## src/rtl/alu_pkg.sv

```systemverilog
// Shared opcode constants and multiply/divide FSM state for the EX-stage ALU.
// Latency: n/a (declarations only).
// Backpressure: n/a (declarations only).
// Optional macro SIGNED_MULDIV_EN enables OP_MULT/OP_DIV in the RTL; the
// constants are always declared so decoders can name them.
package alu_pkg;

   localparam logic [3:0] OP_AND   = 4'd0;
   localparam logic [3:0] OP_OR    = 4'd1;
   localparam logic [3:0] OP_ADD   = 4'd2;
   localparam logic [3:0] OP_MULTU = 4'd4;
   localparam logic [3:0] OP_DIVU  = 4'd5;
   localparam logic [3:0] OP_SUB   = 4'd6;
   localparam logic [3:0] OP_SLT   = 4'd7;
   localparam logic [3:0] OP_SLTU  = 4'd8;
   localparam logic [3:0] OP_MULT  = 4'd10;
   localparam logic [3:0] OP_DIV   = 4'd11;
   localparam logic [3:0] OP_NOR   = 4'd12;
   localparam logic [3:0] OP_MFHI  = 4'd13;
   localparam logic [3:0] OP_MFLO  = 4'd14;

   typedef enum logic [1:0] {
      ST_IDLE = 2'd0,
      ST_RUN  = 2'd1,
      ST_DONE = 2'd2
   } md_state_t;

endpackage

```

## src/rtl/muldiv_unit.sv

```systemverilog
// Iterative multiply/divide engine owning the FSM, iteration counter, operand latches and HI/LO.
// Latency: start accepted at edge N, done pulses (HI/LO valid) during cycle N+WIDTH+1.
// Backpressure: none; start is ignored unless IDLE, caller stalls on busy.
// Ports: clk/rst (async active-high), data1/data2 operands, op select, start;
//        busy, done (one-cycle pulse), hi, lo result registers.
// SIGNED_MULDIV_EN: adds signed MULT/DIV via magnitude conversion and result negation.
module muldiv_unit
   import alu_pkg::*;
#(
   parameter int WIDTH = 32,
   parameter int CNT_W = $clog2(WIDTH) + 1
) (
   input  logic             clk,
   input  logic             rst,
   input  logic [WIDTH-1:0] data1,
   input  logic [WIDTH-1:0] data2,
   input  logic [3:0]       op,
   input  logic             start,
   output logic             busy,
   output logic             done,
   output logic [WIDTH-1:0] hi,
   output logic [WIDTH-1:0] lo
);

   md_state_t        state;
   logic [CNT_W-1:0] cnt;
   logic             is_div;
   logic [WIDTH-1:0] m_reg;   // multiplicand, or divisor
   logic [WIDTH-1:0] acc;     // running product high half, or partial remainder
   logic [WIDTH-1:0] q_reg;   // multiplier shifting out / product low half, or dividend / quotient

   logic             op_mul, op_div, launch;
   logic [WIDTH-1:0] a_mag, b_mag;
   logic [WIDTH:0]   mul_sum;
   logic [WIDTH:0]   div_shift;
   logic [WIDTH+1:0] div_diff;
   logic [WIDTH-1:0] acc_nxt, q_nxt;
   logic [WIDTH-1:0] hi_fin, lo_fin;

`ifdef SIGNED_MULDIV_EN
   logic             op_signed;
   logic             neg_q;     // negate quotient, or whole product for MULT
   logic             neg_r;     // negate remainder
   logic [2*WIDTH-1:0] prod_neg;
`endif

   // Opcode decode and operand magnitudes
   always_comb begin
      op_mul = (op == OP_MULTU);
      op_div = (op == OP_DIVU);
      a_mag  = data1;
      b_mag  = data2;
`ifdef SIGNED_MULDIV_EN
      op_signed = (op == OP_MULT) || (op == OP_DIV);
      if (op == OP_MULT) op_mul = 1'b1;
      if (op == OP_DIV)  op_div = 1'b1;
      if (op_signed && data1[WIDTH-1]) a_mag = -data1;
      if (op_signed && data2[WIDTH-1]) b_mag = -data2;
`endif
   end

   assign launch = (state == ST_IDLE) && start && (op_mul || op_div);

   // One iteration of either engine.
   // Multiply: conditional add of the multiplicand, then shift {acc,q} right.
   // Divide: shift {acc,q} left one bit, trial-subtract the divisor, keep it if no borrow.
   // With a zero divisor every trial succeeds, so the quotient fills with ones and the
   // remainder ends up as the dividend itself, which is exactly the required by-zero result.
   always_comb begin
      mul_sum   = {1'b0, acc} + (q_reg[0] ? {1'b0, m_reg} : '0);
      div_shift = {acc, q_reg[WIDTH-1]};
      div_diff  = {1'b0, div_shift} - {2'b00, m_reg};
      if (is_div) begin
         if (!div_diff[WIDTH+1]) begin
            acc_nxt = div_diff[WIDTH-1:0];
            q_nxt   = {q_reg[WIDTH-2:0], 1'b1};
         end else begin
            acc_nxt = div_shift[WIDTH-1:0];
            q_nxt   = {q_reg[WIDTH-2:0], 1'b0};
         end
      end else begin
         acc_nxt = mul_sum[WIDTH:1];
         q_nxt   = {mul_sum[0], q_reg[WIDTH-1:1]};
      end
   end

   // Final HI/LO values written on the last RUN step
   always_comb begin
      hi_fin = acc_nxt;
      lo_fin = q_nxt;
`ifdef SIGNED_MULDIV_EN
      prod_neg = -{acc_nxt, q_nxt};
      if (!is_div && neg_q) begin
         hi_fin = prod_neg[2*WIDTH-1:WIDTH];
         lo_fin = prod_neg[WIDTH-1:0];
      end
      if (is_div && neg_q) lo_fin = -q_nxt;
      if (is_div && neg_r) hi_fin = -acc_nxt;
`endif
   end

   always_ff @(posedge clk or posedge rst) begin
      if (rst) begin
         state  <= ST_IDLE;
         cnt    <= '0;
         busy   <= 1'b0;
         done   <= 1'b0;
         hi     <= '0;
         lo     <= '0;
         is_div <= 1'b0;
         m_reg  <= '0;
         acc    <= '0;
         q_reg  <= '0;
`ifdef SIGNED_MULDIV_EN
         neg_q  <= 1'b0;
         neg_r  <= 1'b0;
`endif
      end else begin
         case (state)
            ST_IDLE: begin
               done <= 1'b0;
               if (launch) begin
                  state  <= ST_RUN;
                  busy   <= 1'b1;
                  cnt    <= '0;
                  is_div <= op_div;
                  acc    <= '0;
                  m_reg  <= op_div ? b_mag : a_mag;
                  q_reg  <= op_div ? a_mag : b_mag;
`ifdef SIGNED_MULDIV_EN
                  // A zero divisor keeps the all-ones quotient unnegated
                  neg_q  <= op_signed && (data1[WIDTH-1] ^ data2[WIDTH-1]) &&
                            (!op_div || (data2 != '0));
                  neg_r  <= op_signed && op_div && data1[WIDTH-1];
`endif
               end
            end
            ST_RUN: begin
               acc   <= acc_nxt;
               q_reg <= q_nxt;
               if (cnt == CNT_W'(WIDTH - 1)) begin
                  state <= ST_DONE;
                  busy  <= 1'b0;
                  done  <= 1'b1;
                  hi    <= hi_fin;
                  lo    <= lo_fin;
                  cnt   <= '0;
               end else begin
                  cnt <= cnt + CNT_W'(1);
               end
            end
            ST_DONE: begin
               state <= ST_IDLE;
               done  <= 1'b0;
            end
            default: begin
               state <= ST_IDLE;
               busy  <= 1'b0;
               done  <= 1'b0;
            end
         endcase
      end
   end

endmodule

```

## src/rtl/alu_muldiv.sv

```systemverilog
// EX-stage ALU: single-cycle logic/arith/compare ops plus an iterative HI/LO multiply/divide unit.
// Latency: result/zero combinational; MULTU/DIVU done pulse WIDTH+1 cycles after the start edge.
// Backpressure: busy high while the multicycle unit runs; control must stall, extra starts are dropped.
// Ports: clk, rst (async active-high), data1/data2 operands, ALU_control opcode, start;
//        result, zero, busy, done, hi, lo.
// SIGNED_MULDIV_EN: adds signed MULT (10) and DIV (11); undefined means those codes are unused.
module alu_muldiv
   import alu_pkg::*;
#(
   parameter int WIDTH = 32,
   parameter int CNT_W = $clog2(WIDTH) + 1
) (
   input  logic             clk,
   input  logic             rst,
   input  logic [WIDTH-1:0] data1,
   input  logic [WIDTH-1:0] data2,
   input  logic [3:0]       ALU_control,
   input  logic             start,
   output logic [WIDTH-1:0] result,
   output logic             zero,
   output logic             busy,
   output logic             done,
   output logic [WIDTH-1:0] hi,
   output logic [WIDTH-1:0] lo
);

   muldiv_unit #(
      .WIDTH (WIDTH),
      .CNT_W (CNT_W)
   ) u_muldiv (
      .clk   (clk),
      .rst   (rst),
      .data1 (data1),
      .data2 (data2),
      .op    (ALU_control),
      .start (start),
      .busy  (busy),
      .done  (done),
      .hi    (hi),
      .lo    (lo)
   );

   // Multicycle opcodes and unused codes fall to the default and read as zero
   always_comb begin
      result = '0;
      case (ALU_control)
         OP_AND:  result = data1 & data2;
         OP_OR:   result = data1 | data2;
         OP_ADD:  result = data1 + data2;
         OP_SUB:  result = data1 - data2;
         OP_SLT:  result = WIDTH'($signed(data1) < $signed(data2));
         OP_SLTU: result = WIDTH'(data1 < data2);
         OP_NOR:  result = ~(data1 | data2);
         OP_MFHI: result = hi;
         OP_MFLO: result = lo;
         default: result = '0;
      endcase
   end

   assign zero = (result == '0);

endmodule

```

## config.mk

```make
export PLATFORM = sky130hd
export DESIGN_NAME = alu_muldiv
export DESIGN_NICKNAME = d
export VERILOG_FILES = /design/src/rtl/alu_pkg.sv /design/src/rtl/muldiv_unit.sv /design/src/rtl/alu_muldiv.sv
export SDC_FILE = /design/constraint.sdc
export NUM_CORES = 1
export LEC_CHECK = 0
export BUFFER_PORTS_ARGS = -buffer_cell sky130_fd_sc_hd__buf_2
export CAP_MARGIN = 20
export CORE_MARGIN = 10
export CORE_UTILIZATION = 55
export DETAILED_ROUTE_END_ITERATION = 12
export GPL_TIMING_DRIVEN = 0
export HOLD_SLACK_MARGIN = 0.05
export PLACE_DENSITY = 0.78
export SYNTH_ARGS = -nofsm -noshare
export SYNTH_HDL_FRONTEND = slang
export SYNTH_SLANG_ARGS = --single-unit
```

## constraint.sdc

```tcl
create_clock -name clk -period 5 [get_ports clk]
set_input_delay 0.25 -clock clk [delete_from_list [all_inputs] [get_ports clk]]
set_output_delay 0.25 -clock clk [all_outputs]
set_load 0.05 [all_outputs]
```

==> results of run 1 <==
[kinds of logic after synthesis]
logic type               count (synthesis)
AND/OR/NAND/NOR                        720
XOR/XNOR                                58
multiplexers                            79
flip-flops                             171
buffers and inverters                  291
AO/OA/AOI/OAI                          792
adder cells (fa/ha/maj)                169
[area by class of cell]
type                            instances  area [um2]
Fill cell                            2906       11900
Multi-Input combinational cell       1818       12100
Timing Repair Buffer                  174         917
Sequential cell                       171        4280
Inverter                              158         601
Buffer                                133         549
Antenna cell                            1        2.50
Clock inverter                         14         156
Clock buffer                           18         439
Tap cell                              402         503
[cell usage in the layout (no fill, tap or decap), types with 9 or more instances in the layout]
master	netlist	final
nand2_1	256	256
nor2_1	218	217
a21oi_1	207	207
buf_2	5	173
dfrtp_1	171	171
o21ai_0	168	167
ha_1	165	164
inv_1	157	156
clkbuf_1	109	108
mux2i_1	71	71
a211oi_1	47	46
nand3_1	45	45
a21o_1	43	43
and2_1	42	42
o221ai_1	40	40
xnor2_1	35	35
nor3_1	34	34
o211ai_1	33	33
nand2b_1	24	24
a22o_1	24	24
xor2_1	23	23
o21bai_1	22	22
a31oi_1	22	22
nor2b_1	19	19
o21a_1	17	17
clkbuf_16	0	17
o31ai_1	16	16
a22oi_1	15	15
or4_1	12	12
buf_1	12	12
a221oi_1	13	12
a211o_1	11	11
nand4_1	10	10
or2_2	10	10
a2111oi_0	10	9
[per-stage QoR]
step | setup TNS [ns] | util | power (mW) | cells | cell area [um2]
2_1_floorplan | 0 | - | 6.94 | 2280 | 17500
3_3_place_gp | -293.31 | 0.598 | 8.62 | 2851 | 18800
3_5_place_dp | 0 | 0.600 | 8.78 | 2854 | 18900
4_1_cts | 0 | 0.619 | 10.2 | 2887 | 19500
5_1_grt | 0 | 0.620 | 11.0 | 2888 | 19500
6_report | 0 | 0.621 | 10.4 | 2889 | 19500
[critical path, delay by kind of cell]
kind	cells	cell delay (ns)
and+or+nand+nor	8	2.48
buffers and inverters	4	0.52
AOI/OAI and AO/OA	3	0.76
adders and majority gates	2	0.59
[layer usage]
layer / GRT usage / wire [um] / vias up / share of wire
li1: - / - / 8652 / -
met1: 0.463 / 28800 / 9352 / 0.40
met2: 0.571 / 32900 / 1173 / 0.45
met3: 0.0784 / 7540 / 197 / 0.10
met4: 0.171 / 3670 / 0 / 0.050
met5: 0 / 0 / - / 0
[synth_stat cells (all sizes together), types with 12 or more instances]
cell	instances	area, um2
nand2	257	967
nor2	219	830
a21oi	207	1040
dfrtp	171	4280
o21ai	171	860
ha	165	2060
inv	157	589
clkbuf	110	414
mux2i	71	711
a211oi	48	365
nand3	45	225
a21o	43	323
and2	43	272
o221ai	40	350
xnor2	35	307
nor3	34	170
o211ai	33	248
nand2b	25	164
a22o	24	210
buf	23	134
xor2	23	201
a31oi	22	138
o21bai	22	165
nor2b	20	133
o21a	17	128
o31ai	16	120
a22oi	15	113
a221oi	14	129
or4	12	90.1
[report_power, final]
group          switching (mW)  internal (mW)  total [mW]  leakage [nW]
Clock                   0.620          0.760        1.38         0.292
Combinational            4.18           2.09        6.27          6.83
Sequential              0.768           1.93        2.70          2.05
[final timing paths]
path                                 endpoint  slack (ns)  depth (start not counted)
hold / removal             u_muldiv.m_reg[27]        0.21                          3
min in group asynchronous     u_muldiv.acc[3]        0.33                          3
setup reg to reg              u_muldiv.hi[29]        0.46                         14
setup / recovery                         zero        0.13                         17
hold reg to reg             u_muldiv.m_reg[0]        0.52                          2
max in group asynchronous    u_muldiv.acc[28]        3.66                          4
[timing repair]
item / CTS / global route
endpoints found under the setup margin: 0 / 7
resized for setup: 0 / 12
hold buffers: 1 / 0
buffers inserted: 0 / 0
hold endpoints to repair: 34 / 0
==> impl_results.md, run 1 <==
* Actual slew at the worst max-slew pin at 0.989 ns
* Row Count at 65
* Initial antenna violation count at 1
* Max-capacitance violation count at 0
* Vias post-DR at 19,400
* Mux cell area share after synthesis at 0.0459
* Total gr overflow at 0
* Mean post-synth cell area at 7.66 um2
* Critical path's slowest cell: or4_1
* Detailed Place HPWL at 59,300 um
* Final Skew at 0.0147 ns
* Cells after synthesis at 2,280
* Worst Hold Class: primary input to register
* Share of cells above drive strength 1 at 0.107
* Number of CTS-inserted buffers at 17
* Core Region at 31,500 um2
* Top Ports at 170
* Arr. time, crit path at 4.62 ns
* Worst setup SP type: primary input
* Tot GR Track Use at 0.363
* Fin Hold WS at 0.206 ns
* Synth cell types at 89
* Worst setup EP type: output port
* Register area share after synthesis at 0.245
* Pwr/cell area at 530 nW/um2
* Sinks on Clock Net at 171
* RePlAce Congestion at 1.02
* First-pass GRT wire length at 110,000 um
* Yosys warning count at 0
* Mapped cell area at 17,500 um2
* Crit Path Category: primary input to output port
* Pre-Repair DR Iteration Count at 6
* Critical Path RT at 4.75 ns
* Final Hold Viols at 0
* Crit-path cells: buf_2, inv_1, ha_1, inv_1, fa_2, nand2b_4, a21oi_1, nand2_1, o311ai_0, a221o_1, or4_1, or4_1, or4_1, or4_1, nand4bb_1, nor2_2, clkbuf_4
* Die ar. at 39,300 um2
* Hold Crit Start: data2[27]
* PortBufs at 169
* Setup crit start: data1[0]
* H-tree Lvls at 4
* Final setup violation count at 0
* DRT iter0 DRCs at 2,316
* Async S/R FF share, synth at 1.00
* Vias/cell at 6.71
* Drt total wl at 72,900 um
* Worst skew pair latency at 0.44 ns
* RSZ-0062 raised after global routing: false
* Most used cell, CP: or4_1
* CTS tree: done
* Area grow syn2layout at 11.9%
* Crit-path max FO at 4
* Simple-Gate Fraction of Synth Area at 0.190
* Leakage at 9.17 nW
* Syn_nets at 2,520
* Post-synthesis compound-gate area fraction at 0.302
* Clk buf depth at 2
* Vias in the first global route at 18,400
* Post-Synth XOR/XNOR Area at 0.0291
* Worst VDD drop at 0.492 mV
* R2r startpoint: u_muldiv.acc[1]
* Die width at 198 um
* Min cycle time layout at 4.87 ns
* Rel. slew slack at 0.339
* Post-route setup slack at 0.133 ns
* Adder-cell share of the synthesized area at 0.123
* Residual DRC at 0
* Post-synth EDFFs at 0
* Largest net degree at the start of global routing at 138
* Clock slew at reported path FFs at 0.07 ns
* Initial cell density of the core at 0.555
* Pre-CTS WS at 0.0763 ns
* Max frequency at 205 MHz
* Largest family of logic cells by synthesized area: compound AO/OA/AOI/OAI gates
* Period Utilization, post-route at 0.973
* Post-synth top flop: dfrtp_1
* CTS Root Cell: clkbuf_16
* Status: finished, final reports clean
* Die span in y at 198 um
* Wire per inst at 25.2 um
* Seq cells post-synth at 171
* Post-DRT Antenna Nets at 0
* Fin. max-slew vios at 0
* Slowest stage delay, CP at 0.54 ns
* Layout Nets at 2,713
No activity file was read; power rests on OpenSTA's default activity.
==> run 2, diff against run 1 <==
--- a/config.mk
+++ b/config.mk
@@ -12,7 +12,7 @@
 export DETAILED_ROUTE_END_ITERATION = 12
 export GPL_TIMING_DRIVEN = 0
 export HOLD_SLACK_MARGIN = 0.05
-export PLACE_DENSITY = 0.78
+export PLACE_DENSITY_LB_ADDON = 0.25
 export SYNTH_ARGS = -nofsm -noshare
 export SYNTH_HDL_FRONTEND = slang
 export SYNTH_SLANG_ARGS = --single-unit
==> impl_results.md, run 2 (synthesis gave the netlist of run 1 again) <==
* Total gr overflow at 0 (unchanged)
* Period Utilization, post-route at 0.978 (+0.00463)
* Wire per inst at 25.0 um (-0.85%)
* Vias post-DR at 19,300 (-0.49%)
* Critical Path RT at 4.75 ns (about the same)
* Clk buf depth at 2 (unchanged)
* Residual DRC at 0 (unchanged)
* Worst setup EP type: output port
* Detailed Place HPWL at 58,400 um (-1.6%)
* Final Hold Viols at 0 (unchanged)
* Crit path buf inv count at 4 (unchanged)
* Final Skew at 0.00963 ns (-0.00509 ns)
* RSZ-0062 raised after global routing: false
* Min cycle time layout at 4.89 ns (+0.0232 ns)
* Max frequency at 204 MHz (-0.47%)
* Drt total wl at 72,300 um (-0.82%)
* CTS Root Cell: clkbuf_16
* Rel. slew slack at 0.360 (+0.0210)
* Most common cell after layout, fill and taps aside: nand2_1
* Most used cell, CP: o21ai_0
* Arr. time, crit path at 4.64 ns (+0.02 ns)
* Post-DRT Antenna Nets at 0 (unchanged)
* Final Util at 0.621 (about the same)
* Clock slew at reported path FFs at 0.07 ns (about the same)
* Crit-path cells: buf_2, inv_1, ha_1, clkbuf_1, nand3_1, nor3_1, o31ai_1, o21ai_0, a31oi_1, o211ai_1, a211oi_1, o21ai_0, nor4bb_1, nand4bb_1, nor2_2, clkbuf_4
* CTS tree: done
* Core Region at 31,500 um2 (unchanged)
* Status: finished, final reports clean
* PortBufs at 169 (unchanged)
* Die ar. at 39,300 um2 (unchanged)
* RePlAce Congestion at 1.06 (+3.9%)
* Post-place instance area at 18,900 um2 (about the same)
* Final setup violation count at 0 (unchanged)
* Worst setup SP type: primary input
* Post-CTS Setup Bufs at 0 (unchanged)
* First-pass GRT wire length at 109,000 um (-1.0%)
* H-tree Lvls at 4 (unchanged)
* Worst skew pair latency at 0.45 ns (about the same)
* Die width at 198 um (unchanged)
* Area grow syn2layout at 12.0% (about the same)
* Number of CTS-inserted buffers at 17 (unchanged)
* Fin. max-slew vios at 0 (unchanged)
* Vias/cell at 6.67 (-0.52%)
* Vias in the first global route at 18,400 (-0.49%)
* Crit-path max FO at 10 (+6)
* Actual slew at the worst max-slew pin at 0.960 ns (-0.0289 ns)
* Pre-Repair DR Iteration Count at 6 (unchanged)
* Initial antenna violation count at 0 (-1)
* Critical path's top delay family: compound AO/OA/AOI/OAI gates
* Final Instance Area at 19,500 um2 (about the same)
* Layout Nets at 2,715 (+0.074%)
* Sinks on Clock Net at 171 (unchanged)
* Crit Path Category: primary input to output port
* Worst Hold Class: primary input to register
* DRT iter0 DRCs at 2,523 (+8.9%)
* Max-capacitance violation count at 0 (unchanged)
* N_diodes at 0 (-1)
* Slowest stage delay, CP at 0.54 ns (about the same)
* Fin Hold WS at 0.213 ns (+0.00670 ns)
* Largest net degree at the start of global routing at 89 (-36%)
* Share of cells above drive strength 1 at 0.107 (+0.000316)
* Critical path's slowest cell: o21ai_0
* Most frequent cells in the layout: nand2_1, nor2_1, a21oi_1
* Leakage at 9.18 nW (about the same)
* Worst VDD drop at 0.466 mV (-5.2%)
* Die span in y at 198 um (unchanged)
* Row Count at 65 (unchanged)
* Top Ports at 170 (unchanged)
* Initial cell density of the core at 0.555 (unchanged)
* Tot GR Track Use at 0.357 (-0.00544)
* Pwr/cell area at 529 nW/um2 (-0.20%)
-- run 2: layout make-up --
class	count	area, um2
multi-input combinational	1818	12100
inverter	158	601
sequential	171	4280
buffer	133	548
fill	2905	11900
tap	402	503
clock buffer	21	460
timing repair buffer	176	922
clock inverter	11	144
-- run 2: path summary, 6_finish.rpt --
path,startpoint,end,slack [ns],cells after the start
max in group asynchronous,rst,u_muldiv.q_reg[28],3.68,4
setup reg to reg,u_muldiv.acc[1],u_muldiv.acc[21],0.40,13
hold reg to reg,u_muldiv.cnt[5],u_muldiv.cnt[5],0.51,1
setup / recovery,data2[4],zero,0.11,16
min in group asynchronous,rst,u_muldiv.acc[6],0.45,3
hold / removal,data2[29],u_muldiv.m_reg[29],0.21,3
-- run 2: report_power, final --
group | internal, mW | switching, mW
Clock | 0.811 | 0.587
Sequential | 1.93 | 0.760
Combinational | 2.09 | 4.16
Total | 4.83 | 5.51
-- run 2: metrics by stage --
step	setup TNS, ns	cells	total power [mW]	worst slack [ns]
finish	0	2890	10.3	0.110
global route	0	2890	10.9	0.0250
CTS	0	2888	10.2	0.0211
detailed placement	0	2855	8.73	0.0590
global placement	-285.60	2851	8.59	-1.69
floorplan	0	2280	6.94	0.118
-- run 2: what timing repair did --
action                     in CTS  in global routing
hold endpoints to repair       83                  0
gates resized for setup         0                  9
hold buffers                    1                  0
setup endpoints to repair       0                  9
-- run 2: tightest hold or removal path: cells and delay by family --
kind                   cells  cell delay (ns)
buffers and inverters      1             0.13
AO/OA/AOI/OAI              2             0.23
-- run 2: layer usage --
| metal | wire [um] | up-vias | GRT usage |
|---|---|---|---|
| met5 | 0 | - | 0 |
| met4 | 4130 | 0 | 0.190 |
| met3 | 7740 | 211 | 0.0771 |
| met2 | 31600 | 1171 | 0.548 |
| met1 | 28800 | 9234 | 0.461 |
| li1 | - | 8664 | - |
